==> src/rtl/pid_chn_scheduler.sv <==
// Per-channel RPM/reference front end feeding one shared PID core.
// Channels are served round-robin, one valid/ready transfer at a time.

module pid_chn_lane #(
    parameter int DATA_WIDTH  = 16,
    parameter int STALE_LIMIT = 2000000
) (
    input  logic                  clk,
    input  logic                  rstn,
    input  logic                  i_smp,
    input  logic [DATA_WIDTH-1:0] i_smp_data,
    input  logic                  i_gnt,
    input  logic                  i_ref_we,
    input  logic [DATA_WIDTH-1:0] i_ref_data,
    input  logic                  i_clr,
    output logic [DATA_WIDTH-1:0] o_fdb,
    output logic [DATA_WIDTH-1:0] o_ref,
    output logic                  o_pending,
    output logic                  o_overrun,
    output logic                  o_stale
);
    localparam int CNT_W = $clog2(STALE_LIMIT + 1);

    logic [DATA_WIDTH-1:0] r_fdb, r_ref;
    logic                  r_pending, r_overrun, r_stale;
    logic [CNT_W-1:0]      r_cnt;

    always_ff @(posedge clk or negedge rstn) begin
        if (!rstn) begin
            r_fdb     <= '0;
            r_ref     <= '0;
            r_pending <= 1'b0;
            r_overrun <= 1'b0;
            r_stale   <= 1'b0;
            r_cnt     <= '0;
        end else begin
            if (i_smp) r_fdb <= i_smp_data;
            if (i_ref_we) r_ref <= i_ref_data;
            // a sample landing in the grant cycle re-arms pending without counting as overrun
            if (i_smp) r_pending <= 1'b1;
            else if (i_gnt) r_pending <= 1'b0;
            if (i_smp && r_pending && !i_gnt) r_overrun <= 1'b1;
            else if (i_clr) r_overrun <= 1'b0;
            if (i_smp) r_cnt <= '0;
            else if (r_cnt != CNT_W'(STALE_LIMIT)) r_cnt <= r_cnt + CNT_W'(1);
            r_stale <= (r_cnt == CNT_W'(STALE_LIMIT));
        end
    end

    assign o_fdb     = r_fdb;
    assign o_ref     = r_ref;
    assign o_pending = r_pending;
    assign o_overrun = r_overrun;
    assign o_stale   = r_stale;
endmodule

module pid_chn_scheduler #(
    parameter int DATA_WIDTH  = 16,
    parameter int NUM_CHN     = 4,
    parameter int CHN_WIDTH   = 3,
    parameter int STALE_LIMIT = 2000000
) (
    input  logic                          clk,
    input  logic                          rstn,
    input  logic [NUM_CHN-1:0]            rpm_valid_i,
    input  logic [NUM_CHN*DATA_WIDTH-1:0] rpm_data_i,
    input  logic                          ref_valid_i,
    input  logic [CHN_WIDTH-1:0]          ref_chn_i,
    input  logic [DATA_WIDTH-1:0]         ref_data_i,
    input  logic                          clr_flags_i,
    output logic                          data_valid_o,
    output logic [CHN_WIDTH-1:0]          data_chn_o,
    output logic [DATA_WIDTH-1:0]         data_fdb_o,
    output logic [DATA_WIDTH-1:0]         data_ref_o,
    input  logic                          tready_i,
    output logic [NUM_CHN-1:0]            overrun_o,
    output logic [NUM_CHN-1:0]            stale_o
);
    typedef enum logic {S_IDLE, S_SEND} state_t;

    state_t                               r_state, w_state_nxt;
    logic [CHN_WIDTH-1:0]                 r_last;
    logic [NUM_CHN-1:0][DATA_WIDTH-1:0]   w_fdb, w_ref;
    logic [NUM_CHN-1:0]                   w_pending, w_overrun, w_stale;
    logic [NUM_CHN-1:0]                   w_gnt_oh;
    logic [CHN_WIDTH-1:0]                 w_gnt_idx;
    logic [DATA_WIDTH-1:0]                w_gnt_fdb, w_gnt_ref;
    logic                                 w_grant;

    for (genvar k = 0; k < NUM_CHN; k++) begin : g_lane
        pid_chn_lane #(.DATA_WIDTH(DATA_WIDTH), .STALE_LIMIT(STALE_LIMIT)) u_lane (
            .clk        (clk),
            .rstn       (rstn),
            .i_smp      (rpm_valid_i[k]),
            .i_smp_data (rpm_data_i[k*DATA_WIDTH +: DATA_WIDTH]),
            .i_gnt      (w_grant & w_gnt_oh[k]),
            .i_ref_we   (ref_valid_i && (ref_chn_i == CHN_WIDTH'(k))),
            .i_ref_data (ref_data_i),
            .i_clr      (clr_flags_i),
            .o_fdb      (w_fdb[k]),
            .o_ref      (w_ref[k]),
            .o_pending  (w_pending[k]),
            .o_overrun  (w_overrun[k]),
            .o_stale    (w_stale[k])
        );
    end

    // Walk distances from the farthest down to 1 so the closest pending channel after r_last wins.
    always_comb begin
        w_gnt_oh  = '0;
        w_gnt_idx = '0;
        w_gnt_fdb = '0;
        w_gnt_ref = '0;
        for (int i = NUM_CHN; i >= 1; i--) begin
            for (int k = 0; k < NUM_CHN; k++) begin
                if (w_pending[k] && ((int'(r_last) + i == k) || (int'(r_last) + i == k + NUM_CHN))) begin
                    w_gnt_oh    = '0;
                    w_gnt_oh[k] = 1'b1;
                    w_gnt_idx   = CHN_WIDTH'(k);
                end
            end
        end
        for (int k = 0; k < NUM_CHN; k++) begin
            w_gnt_fdb = w_gnt_fdb | (w_fdb[k] & {DATA_WIDTH{w_gnt_oh[k]}});
            w_gnt_ref = w_gnt_ref | (w_ref[k] & {DATA_WIDTH{w_gnt_oh[k]}});
        end
    end

    assign w_grant = (r_state == S_IDLE) && (|w_pending);

    always_comb begin
        w_state_nxt = r_state;
        case (r_state)
            S_IDLE:  if (|w_pending) w_state_nxt = S_SEND;
            S_SEND:  if (tready_i) w_state_nxt = S_IDLE;
            default: w_state_nxt = S_IDLE;
        endcase
    end

    always_ff @(posedge clk or negedge rstn) begin
        if (!rstn) r_state <= S_IDLE;
        else       r_state <= w_state_nxt;
    end

    always_ff @(posedge clk or negedge rstn) begin
        if (!rstn) begin
            data_valid_o <= 1'b0;
            data_chn_o   <= '0;
            data_fdb_o   <= '0;
            data_ref_o   <= '0;
            r_last       <= CHN_WIDTH'(NUM_CHN - 1);
        end else if (w_grant) begin
            data_valid_o <= 1'b1;
            data_chn_o   <= w_gnt_idx;
            data_fdb_o   <= w_gnt_fdb;
            data_ref_o   <= w_gnt_ref;
            r_last       <= w_gnt_idx;
        end else if (r_state == S_SEND && tready_i) begin
            data_valid_o <= 1'b0;
        end
    end

    assign overrun_o = w_overrun;
    assign stale_o   = w_stale;
endmodule

==> config.mk <==
export PLATFORM = sky130hd
export DESIGN_NAME = pid_chn_scheduler
export DESIGN_NICKNAME = d
export VERILOG_FILES = /design/src/rtl/pid_chn_scheduler.sv
export SDC_FILE = /design/constraint.sdc
export NUM_CORES = 1
export LEC_CHECK = 0
export CAP_MARGIN = 20
export CORE_UTILIZATION = 44
export CTS_CLUSTER_DIAMETER = 100
export DETAILED_ROUTE_END_ITERATION = 8
export PLACE_DENSITY = 0.69
export SYNTH_ARGS = -nofsm -noshare
export SYNTH_HDL_FRONTEND = slang
export SYNTH_SLANG_ARGS = --single-unit
==> constraint.sdc <==
create_clock -name clk -period 4.56 [get_ports clk]
set_input_delay 0.912 -clock clk [delete_from_list [all_inputs] [get_ports clk]]
set_output_delay 0.912 -clock clk [all_outputs]
set_load 0.005 [all_outputs]
==> impl_metrics.py, run 1 <==
metrics = {
    "status": {
        "status": "finished clean",
    },
    "cts": {
        "clkTransAtPathRegs_ns": 0.06,
        "cts_made_buffers": 29,
        "ctsResizeCount": 0,
        "cts_tree": "done",
        "cts_hold_buf": 0,
        "clk_path_buf_depth": 3,
        "clkSinkCount": 262,
        "root_buffer": "clkbuf_16",
        "clock_latency_ns": 0.53,
        "post_cts_buffers": 0,
        "h-tree-depth": 1,
    },
    "critical_path": {
        "ff2ff_path_depth": 5,
        "cp-end-kind": "flip-flop",
        "ff2ff_setup_slack_ns": 1.72,
        "critPathTopFamily": "compound AO/OA/AOI/OAI gates",
        "start_kind": "flip-flop",
        "crit_arrival_ns": 3.29,
        "r2r-end": "data_fdb_o[13]",
        "path_max_fanout": 44,
        "r2r-start": "g_lane[3].u_lane.o_pending",
        "crit_path_cell_trace": "nor2_1 > a21o_1 > buf_4 > a21oi_1 > a31oi_1",
        "criticalPathCategory": "reg -> reg",
        "slowest_delay_ns": 0.82,
        "critical_path_buf_inv_count": 1,
        "slowest_stage": "a21o_1",
        "crit_required_ns": 5.01,
    },
    "grt": {
        "first_global_vias": 9068,
        "grt_max_degree": 126,
        "antenna_found_initial": 0,
        "grt.total_usage_pct": 21.3,
        "grt_pass1_wl_um": 48400,
        "grt-ovfl-total": 0,
    },
    "cells_and_area": {
        "mostFrequentLayoutCells": "dfrtp_1, mux2_2, clkdlybuf4s50_1, nor2_1, a21oi_1",
        "finalNonFillerCells": 1572,
        "antenna_cells": 0,
        "area_growth_pct": 21.0,
        "final_common_cell": "dfrtp_1",
        "nets": 1309,
        "drive_above_1_share_pct": 17.2,
    },
    "yosys": {
        "synthTopCellsByArea": "dfrtp_1, mux2_2, a21oi_1",
        "yosysSeqAreaShare_pct": 53.9,
        "syn_area_um2": 12200,
        "avgSynthCellArea_um2": 11.0,
        "ys_seq_elements": 262,
        "synthArstFlopShare_pct": 100,
        "ys_types": 54,
        "synth_edf_count": 0,
        "synth_nets": 1203,
        "yosysWarnings": 0,
        "syn_inst": 1103,
        "synth_top_area_share_pct": 53.4,
        "post-synth-top-area-cell": "dfrtp_1",
        "synth_ff_type": "dfrtp_1",
    },
    "placed_design": {
        "placedCellCount": 1519,
        "gp_congestion": 0.821,
        "hpwl_um": 19100,
        "place.port_buffers": 134,
    },
    "floorplan": {
        "die_h_um": 168,
        "die-area_um2": 28300,
        "rows": 60,
        "start_util_pct": 45.1,
        "io_pins": 136,
        "core_um2": 27000,
        "dieWidth_um": 168,
    },
    "pwr": {
        "clkPwrFrac_pct": 32.7,
        "leakage_nw": 5.99,
        "power.internal_w": 0.00481,
        "p_sw_share_pct": 29.7,
        "ir_drop_uv": 240,
        "p_switching_w": 0.00203,
        "pwr-share-comb_pct": 24.0,
        "power.density_nw_per_um2": 464,
        "pwr-share-seq_pct": 43.3,
    },
    "route": {
        "route.detailed.drc": 0,
        "wire_per_inst_um": 19.0,
        "routed_wl_um": 29800,
        "vias": 9044,
        "via_per_inst": 5.75,
        "drt-pass1-iter-count": 5,
        "dr.first_iter.drc_count": 578,
        "drtAntennaViolNets": 0,
    },
    "timing": {
        "fin_crit_ns": 2.84,
        "hold_slack_ns": 0.470,
        "period_share_pct": 62.2,
        "rsz0062_at_grt": "no",
        "max_freq_mhz": 352,
        "final.setup_skew_ns": 0.00859,
        "tns_ns": 0,
        "slew_headroom_pct": 28.2,
        "hold_violations": 0,
        "slew_viol_final": 0,
        "worst_pin_slew_ns": 1.08,
        "setup_violations": 0,
    },
    "min_path": {
        "hp-class": "in -> async",
    },
    "flow_run": {
        "max_cap_viol_count": 0,
    },
}
-- power groups by stage --
stage | logic, W | clock network, W | registers [W]
after floorplan | 0.000897 | 0 | 0.00290
after global placement | 0.00161 | 0 | 0.00300
after detailed placement | 0.00165 | 0 | 0.00300
after CTS | 0.00166 | 0.00229 | 0.00296
after global routing | 0.00178 | 0.00239 | 0.00301
final | 0.00164 | 0.00224 | 0.00296
-- layer usage --
layer	wire length, um	share of wire, %	track usage (%)	vias up
met3	1190	4.0	2.77	44
li1	-	-	-	4254
met2	14800	50	36.2	175
met4	488	1.6	5.06	0
met1	13400	45	29.0	4571
met5	0	0	0	-
-- worst max path at each step --
stage	from	end	slack [ns]	depth (start not counted)
floorplan	ref_valid_i	g_lane[0].u_lane.o_ref[10]	2.31	4
global placement	ref_valid_i	g_lane[2].u_lane.o_ref[14]	1.55	6
detailed placement	ref_valid_i	g_lane[2].u_lane.o_ref[15]	1.49	6
CTS	g_lane[3].u_lane.o_pending	data_fdb_o[13]	1.74	5
global route	g_lane[3].u_lane.o_pending	data_ref_o[3]	1.61	5
finish	g_lane[3].u_lane.o_pending	data_fdb_o[13]	1.72	5
-- cell type report --
cell class,instances,area (um^2)
Clock buffer,43,858
Clock inverter,10,62.6
Fill cell,2337,12300
Inverter,18,67.6
Multi-Input combinational cell,749,5290
Sequential cell,262,6560
Tap cell,341,427
Timing Repair Buffer,149,1480
-- kinds of logic after synthesis --
group	share of synthesized area (%)
adder cells (fa/ha/maj)	0.822
flip-flops	53.9
XOR/XNOR	3.02
buffers and inverters	3.19
AND/OR/NAND/NOR	14.6
other	0.0308
multiplexers	12.2
AO/OA/AOI/OAI	12.3
-- registers in the layout (all words and copies together), names as in the netlist --
| register | count |
|---|---|
| data_valid_o | 1 |
| data_ref_o | 16 |
| g_lane.u_lane.r_cnt | 84 |
| g_lane.u_lane.o_stale | 4 |
| r_last | 2 |
| g_lane.u_lane.o_fdb | 64 |
| r_state | 1 |
| data_chn_o | 2 |
| g_lane.u_lane.o_pending | 4 |
| data_fdb_o | 16 |
| g_lane.u_lane.o_ref | 64 |
| g_lane.u_lane.o_overrun | 4 |
-- Yosys cell counts, types with 11 or more instances --
cell,number
a21oi_1,74
a22oi_1,33
a31oi_1,33
and3_1,38
and4_1,12
clkbuf_1,54
dfrtp_1,260
inv_1,18
mux2_2,132
nand2_1,37
nand3_1,34
nand4_1,24
nor2_1,86
nor2b_1,12
nor3_1,15
nor4_1,13
o211ai_1,33
o21ai_0,30
or3_1,23
or4_1,12
xnor2_1,11
xor2_1,31
-- stage by stage --
stage	setup WS, ns	power [W]	instance area, um^2	utilization (%)
after floorplan	2.31	0.00380	12200	-
after global placement	1.55	0.00461	13800	51.1
after detailed placement	1.49	0.00465	13800	51.1
after CTS	1.74	0.00691	14700	54.5
after global routing	1.61	0.00719	14700	54.5
final	1.72	0.00684	14700	54.5
Note: power is estimated with default switching activity, not from simulation.
==> run 2: changes to the inputs <==
--- a/config.mk
+++ b/config.mk
@@ -9,7 +9,7 @@
 export CORE_UTILIZATION = 44
 export CTS_CLUSTER_DIAMETER = 100
 export DETAILED_ROUTE_END_ITERATION = 8
-export PLACE_DENSITY = 0.69
+export PLACE_DENSITY = 0.71
 export SYNTH_ARGS = -nofsm -noshare
 export SYNTH_HDL_FRONTEND = slang
 export SYNTH_SLANG_ARGS = --single-unit
==> constraint.sdc (replaced) <==
create_clock -name clk -period 2.6 [get_ports clk]
set_input_delay 0.52 -clock clk [delete_from_list [all_inputs] [get_ports clk]]
set_output_delay 0.52 -clock clk [all_outputs]
set_load 0.005 [all_outputs]
==> run 2 against run 1 <==
Wire length rose by 0.64%. Sequential power increased by 75%. Utilization up 0.65 points. Maximum frequency rose by 39%. Total power up 79%. Largest power group unchanged. Flip-flop and latch count stayed put. Largest cell class unchanged. Critical path type unchanged. Clock power up 81%. Clock skew grew 0.013 ns. Non-clock buffer count increased by 15. Cell count is 0.89% higher. Cell area rose by 1.2%. Sequential share of layout area fell by 0.53 points.
==> impl_metrics.py, run 2 (synthesized netlist as in run 1, its figures left out) <==
metrics = {
    "critical_path": {
        "start_kind": "flip-flop",
        "ff2ff_path_depth": 5,
        "crit_required_ns": 3.06,
        "slowest_stage": "dfstp_2",
        "cp-end-kind": "flip-flop",
        "crit_path_cell_trace": "a2bb2oi_1 > o32ai_4 > buf_4 > a22oi_1 > a31oi_1",
        "crit_arrival_ns": 2.50,
        "slowest_delay_ns": 0.65,
        "path_max_fanout": 27,
        "ff2ff_setup_slack_ns": 0.56,
        "critical_path_buf_inv_count": 1,
        "critPathTopFamily": "compound AO/OA/AOI/OAI gates",
        "r2r-start": "r_last[1]",
        "criticalPathCategory": "reg -> reg",
        "r2r-end": "data_fdb_o[4]",
    },
    "timing": {
        "worst_pin_slew_ns": 0.763,
        "slew_headroom_pct": 49.2,
        "fin_crit_ns": 2.04,
        "hold_slack_ns": 0.459,
        "rsz0062_at_grt": "no",
        "period_share_pct": 78.3,
        "max_freq_mhz": 491,
        "hold_violations": 0,
        "tns_ns": 0,
        "final.setup_skew_ns": 0.0221,
        "setup_violations": 0,
        "slew_viol_final": 0,
    },
    "cts": {
        "clkSinkCount": 262,
        "h-tree-depth": 1,
        "clkTransAtPathRegs_ns": 0.06,
        "post_cts_buffers": 0,
        "cts_tree": "done",
        "root_buffer": "clkbuf_16",
        "cts_hold_buf": 1,
        "cts_made_buffers": 28,
        "clk_path_buf_depth": 3,
        "clock_latency_ns": 0.54,
        "ctsResizeCount": 0,
    },
    "route": {
        "wire_per_inst_um": 18.9,
        "route.detailed.drc": 0,
        "drtAntennaViolNets": 0,
        "dr.first_iter.drc_count": 615,
        "drt-pass1-iter-count": 5,
        "vias": 9142,
        "routed_wl_um": 30000,
        "via_per_inst": 5.76,
    },
    "min_path": {
        "hp-class": "in -> async",
    },
    "cells_and_area": {
        "final_common_cell": "dfrtp_1",
        "nets": 1323,
        "finalNonFillerCells": 1586,
        "top_register": "g_lane.u_lane.r_cnt",
        "fin_area_um2": 14900,
        "drive_above_1_share_pct": 17.8,
        "fillers": 2308,
        "antenna_cells": 0,
        "largest_reg_flops": 84,
        "mostFrequentLayoutCells": "dfrtp_1, mux2_2, clkdlybuf4s50_1, nor2_1, a21oi_1",
        "area_growth_pct": 22.5,
    },
    "grt": {
        "grt_max_degree": 81,
        "grt-ovfl-total": 0,
        "grt.total_usage_pct": 21.7,
        "first_global_vias": 9266,
        "antenna_found_initial": 0,
        "grt_pass1_wl_um": 49600,
    },
    "placed_design": {
        "hpwl_um": 20100,
        "placedCellCount": 1533,
        "gp_congestion": 0.839,
        "post_dp_cell_area_um2": 14000,
        "place.port_buffers": 134,
    },
    "floorplan": {
        "io_pins": 136,
        "rows": 60,
        "die-area_um2": 28300,
        "dieWidth_um": 168,
        "die_h_um": 168,
        "start_util_pct": 45.1,
        "core_um2": 27000,
    },
    "pwr": {
        "ir_drop_uv": 432,
        "power.density_nw_per_um2": 819,
        "power.total_w": 0.0122,
        "leakage_nw": 6.08,
    },
    "status": {
        "status": "finished clean",
    },
    "flow_run": {
        "max_cap_viol_count": 0,
    },
}
[run 2: cell count changes in the layout (fill, tap and decap cells not counted)]
| cell | previous run | this run |
|---|---|---|
| buf_4 | 12 | 23 |
| buf_12 | 3 | 6 |
| bufinv_16 | 0 | 3 |
| clkbuf_1 | 6 | 9 |
| clkbuf_8 | 8 | 5 |
| clkinv_2 | 6 | 4 |
| clkbuf_16 | 29 | 28 |
| clkinv_4 | 1 | 0 |
| clkinv_8 | 0 | 1 |
| dlygate4sd3_1 | 0 | 1 |
| inv_6 | 1 | 0 |
[run 2: power by group]
| part | internal (W) | switching, W | leakage [nW] | total, W |
|---|---|---|---|---|
| combinational | 0.00151 | 0.00147 | 2.37 | 0.00298 |
| sequential | 0.00472 | 0.000461 | 3.25 | 0.00518 |
| clock | 0.00243 | 0.00162 | 0.457 | 0.00406 |
| total | 0.00866 | 0.00356 | 6.08 | 0.0122 |
[run 2: how the worst max path moves through the flow]
stage                             start                          to  slack [ns]  cells past startpoint
after CTS                 data_fdb_o[6]               data_fdb_o[6]        0.54                      1
after floorplan             ref_valid_i  g_lane[0].u_lane.o_ref[10]        0.74                      4
after global routing          r_last[1]              data_fdb_o[15]        0.46                      5
final                         r_last[1]               data_fdb_o[4]        0.56                      5
after detailed placement    ref_valid_i   g_lane[0].u_lane.o_ref[0]        0.42                      5
after global placement      ref_valid_i  g_lane[0].u_lane.o_ref[13]        0.47                      5
[run 2: area by class of cell]
type	count	area [um^2]	share of cell area (%)
clock buffers	42	803	5.39
clock inverters	10	141	0.948
inverters	18	67.6	0.453
multi-input cells	749	5290	35.4
flip-flops and latches	262	6560	44.0
well taps	341	427	2.86
repair buffers	164	1630	10.9
[run 2: through the flow]
stage	setup slack (ns)	util, %
after floorplan	0.744	-
after global placement	0.470	51.7
after detailed placement	0.421	51.7
after CTS	0.543	55.2
after global routing	0.461	55.2
final	0.564	55.2
[run 2: layer usage]
layer | up-vias | track usage, % | wire length, um
met5 | - | 0 | 0
met2 | 222 | 35.4 | 14400
met1 | 4605 | 30.7 | 13800
met3 | 34 | 2.94 | 1300
li1 | 4281 | - | -
met4 | 0 | 5.34 | 525
==> run 3: changes to the inputs <==
==> constraint.sdc (replaced) <==
create_clock -name clk -period 1.8 [get_ports clk]
set_input_delay 0.36 -clock clk [delete_from_list [all_inputs] [get_ports clk]]
set_output_delay 0.36 -clock clk [all_outputs]
set_load 0.005 [all_outputs]
==> run 3 against run 2 <==
Via count is 2.8% higher. Die area unchanged. Wire length grew 0.94%. Sequential power grew 43%. Non-clock buffer count grew 66. First-iteration DRC count increased by 3.7%. Cell area rose by 4.5%. Critical endpoint is now data_fdb_o[11]. Largest cell class unchanged. Largest power group unchanged. Highest routed layer unchanged.
==> impl_metrics.py, run 3 (synthesized netlist as in run 1, its figures left out) <==
metrics = {
    "status": {
        "status": "finished clean",
    },
    "route": {
        "wire_per_inst_um": 18.3,
        "drtAntennaViolNets": 0,
        "routed_wl_um": 30300,
        "vias": 9397,
        "via_per_inst": 5.69,
        "drt-pass1-iter-count": 5,
        "dr.first_iter.drc_count": 638,
        "route.detailed.drc": 0,
    },
    "timing": {
        "rsz0062_at_grt": "yes",
        "setup_violations": 0,
        "worst_pin_slew_ns": 0.589,
        "fin_crit_ns": 1.78,
        "final.setup_skew_ns": 0.0124,
        "slew_viol_final": 0,
        "hold_violations": 0,
        "hold_slack_ns": 0.202,
        "period_share_pct": 98.9,
        "max_freq_mhz": 562,
        "tns_ns": 0,
        "slew_headroom_pct": 60.7,
    },
    "critical_path": {
        "cp-end-kind": "primary output",
        "crit_path_cell_trace": "clkdlybuf4s50_1",
        "start_kind": "flip-flop",
        "path_max_fanout": 2,
        "critical_path_buf_inv_count": 1,
        "criticalPathCategory": "reg -> out",
        "crit_required_ns": 1.44,
        "critPathTopFamily": "buffers and inverters",
        "slowest_delay_ns": 0.51,
        "crit_arrival_ns": 1.42,
        "slowest_stage": "clkdlybuf4s50_1",
    },
    "floorplan": {
        "die_h_um": 168,
        "core_um2": 27000,
        "dieWidth_um": 168,
        "rows": 60,
        "die-area_um2": 28300,
        "start_util_pct": 45.1,
        "io_pins": 136,
    },
    "cells_and_area": {
        "mostFrequentLayoutCells": "dfrtp_1, mux2_2, clkdlybuf4s50_1, nor2_1, buf_4",
        "final_common_cell": "dfrtp_1",
        "post-route-util_pct": 57.7,
        "drive_above_1_share_pct": 23.3,
        "antenna_cells": 0,
        "nets": 1390,
        "fillers": 2215,
        "largest_reg_flops": 84,
        "finalNonFillerCells": 1652,
        "top_register": "g_lane.u_lane.r_cnt",
        "area_growth_pct": 28.0,
    },
    "grt": {
        "grt_pass1_wl_um": 49000,
        "grt_max_degree": 67,
        "first_global_vias": 9302,
        "antenna_found_initial": 0,
        "grt.total_usage_pct": 21.5,
        "grt-ovfl-total": 0,
    },
    "cts": {
        "clkTransAtPathRegs_ns": 0.06,
        "cts_tree": "done",
        "root_buffer": "clkbuf_16",
        "cts_made_buffers": 29,
        "h-tree-depth": 1,
        "clkSinkCount": 262,
        "clock_latency_ns": 0.53,
        "clk_path_buf_depth": 3,
    },
    "placed_design": {
        "placedCellCount": 1591,
        "place.port_buffers": 134,
        "gp_congestion": 0.819,
        "hpwl_um": 20700,
    },
    "pwr": {
        "power.density_nw_per_um2": 1140,
        "leakage_nw": 6.51,
        "power.total_w": 0.0178,
        "ir_drop_uv": 767,
    },
    "flow_run": {
        "max_cap_viol_count": 0,
    },
    "min_path": {
        "hp-class": "in -> reg",
    },
}
run 3: changes by cell type in the layout (fill, tap and decap cells not counted), moves of 4 or more:
cell	previous run	this run
buf_12	6	16
buf_4	23	78
clkdlybuf4s50_1	129	112
dlygate4sd2_1	0	13
dlymetal6s2s_1	0	4
nor4_1	13	9
nor4_2	0	4
run 3: repair_timing:
action,CTS,global route
endpoints found under the hold margin,21,0
setup endpoints to repair,31,42
resized for setup,14,24
buffers inserted,2,6
pin swaps,1,3
hold buffers,1,0
cloned,0,0
run 3: layer usage:
metal / vias up / track usage, % / share of wire, %
met3: 40 / 2.70 / 3.9
met5: - / 0 / 0
met4: 0 / 5.34 / 1.7
li1: 4414 / - / -
met1: 4730 / 29.9 / 45
met2: 213 / 35.6 / 49
run 3: path summary, 6_finish.rpt:
kind | cells past startpoint | slack (ns) | start | end
min | 2 | 0.20 | rpm_valid_i[3] | g_lane[3].u_lane.r_cnt[4]
max | 1 | 0.02 | data_fdb_o[11] | data_fdb_o[11]
min in group asynchronous | 2 | 0.28 | rstn | g_lane[3].u_lane.o_ref[9]
max in group asynchronous | 3 | 0.78 | rstn | g_lane[2].u_lane.o_ref[7]
min reg2reg | 1 | 0.49 | data_chn_o[1] | data_chn_o[1]
max reg2reg | 6 | 0.05 | g_lane[3].u_lane.r_cnt[0] | g_lane[3].u_lane.r_cnt[14]
run 3: metrics by stage:
step | setup WS (ns) | cell area [um^2]
floorplan | 0.0224 | 12200
global placement | -0.194 | 14500
detailed placement | -0.233 | 14500
CTS | 0.00127 | 15400
global route | -0.0231 | 15600
finish | 0.0197 | 15600
run 3: final cells by class:
type	count	area (um^2)	area share (%)
Sequential cell	262	6560	42.1
Multi-Input combinational cell	749	5370	34.4
Timing Repair Buffer	230	2250	14.4
Clock buffer	43	818	5.25
Tap cell	341	427	2.74
Clock inverter	9	100	0.642
Inverter	18	67.6	0.433
run 3: report_power, final:
part           switching, W  internal (W)
registers          0.000592       0.00682
clock network       0.00230       0.00341
logic               0.00224       0.00240
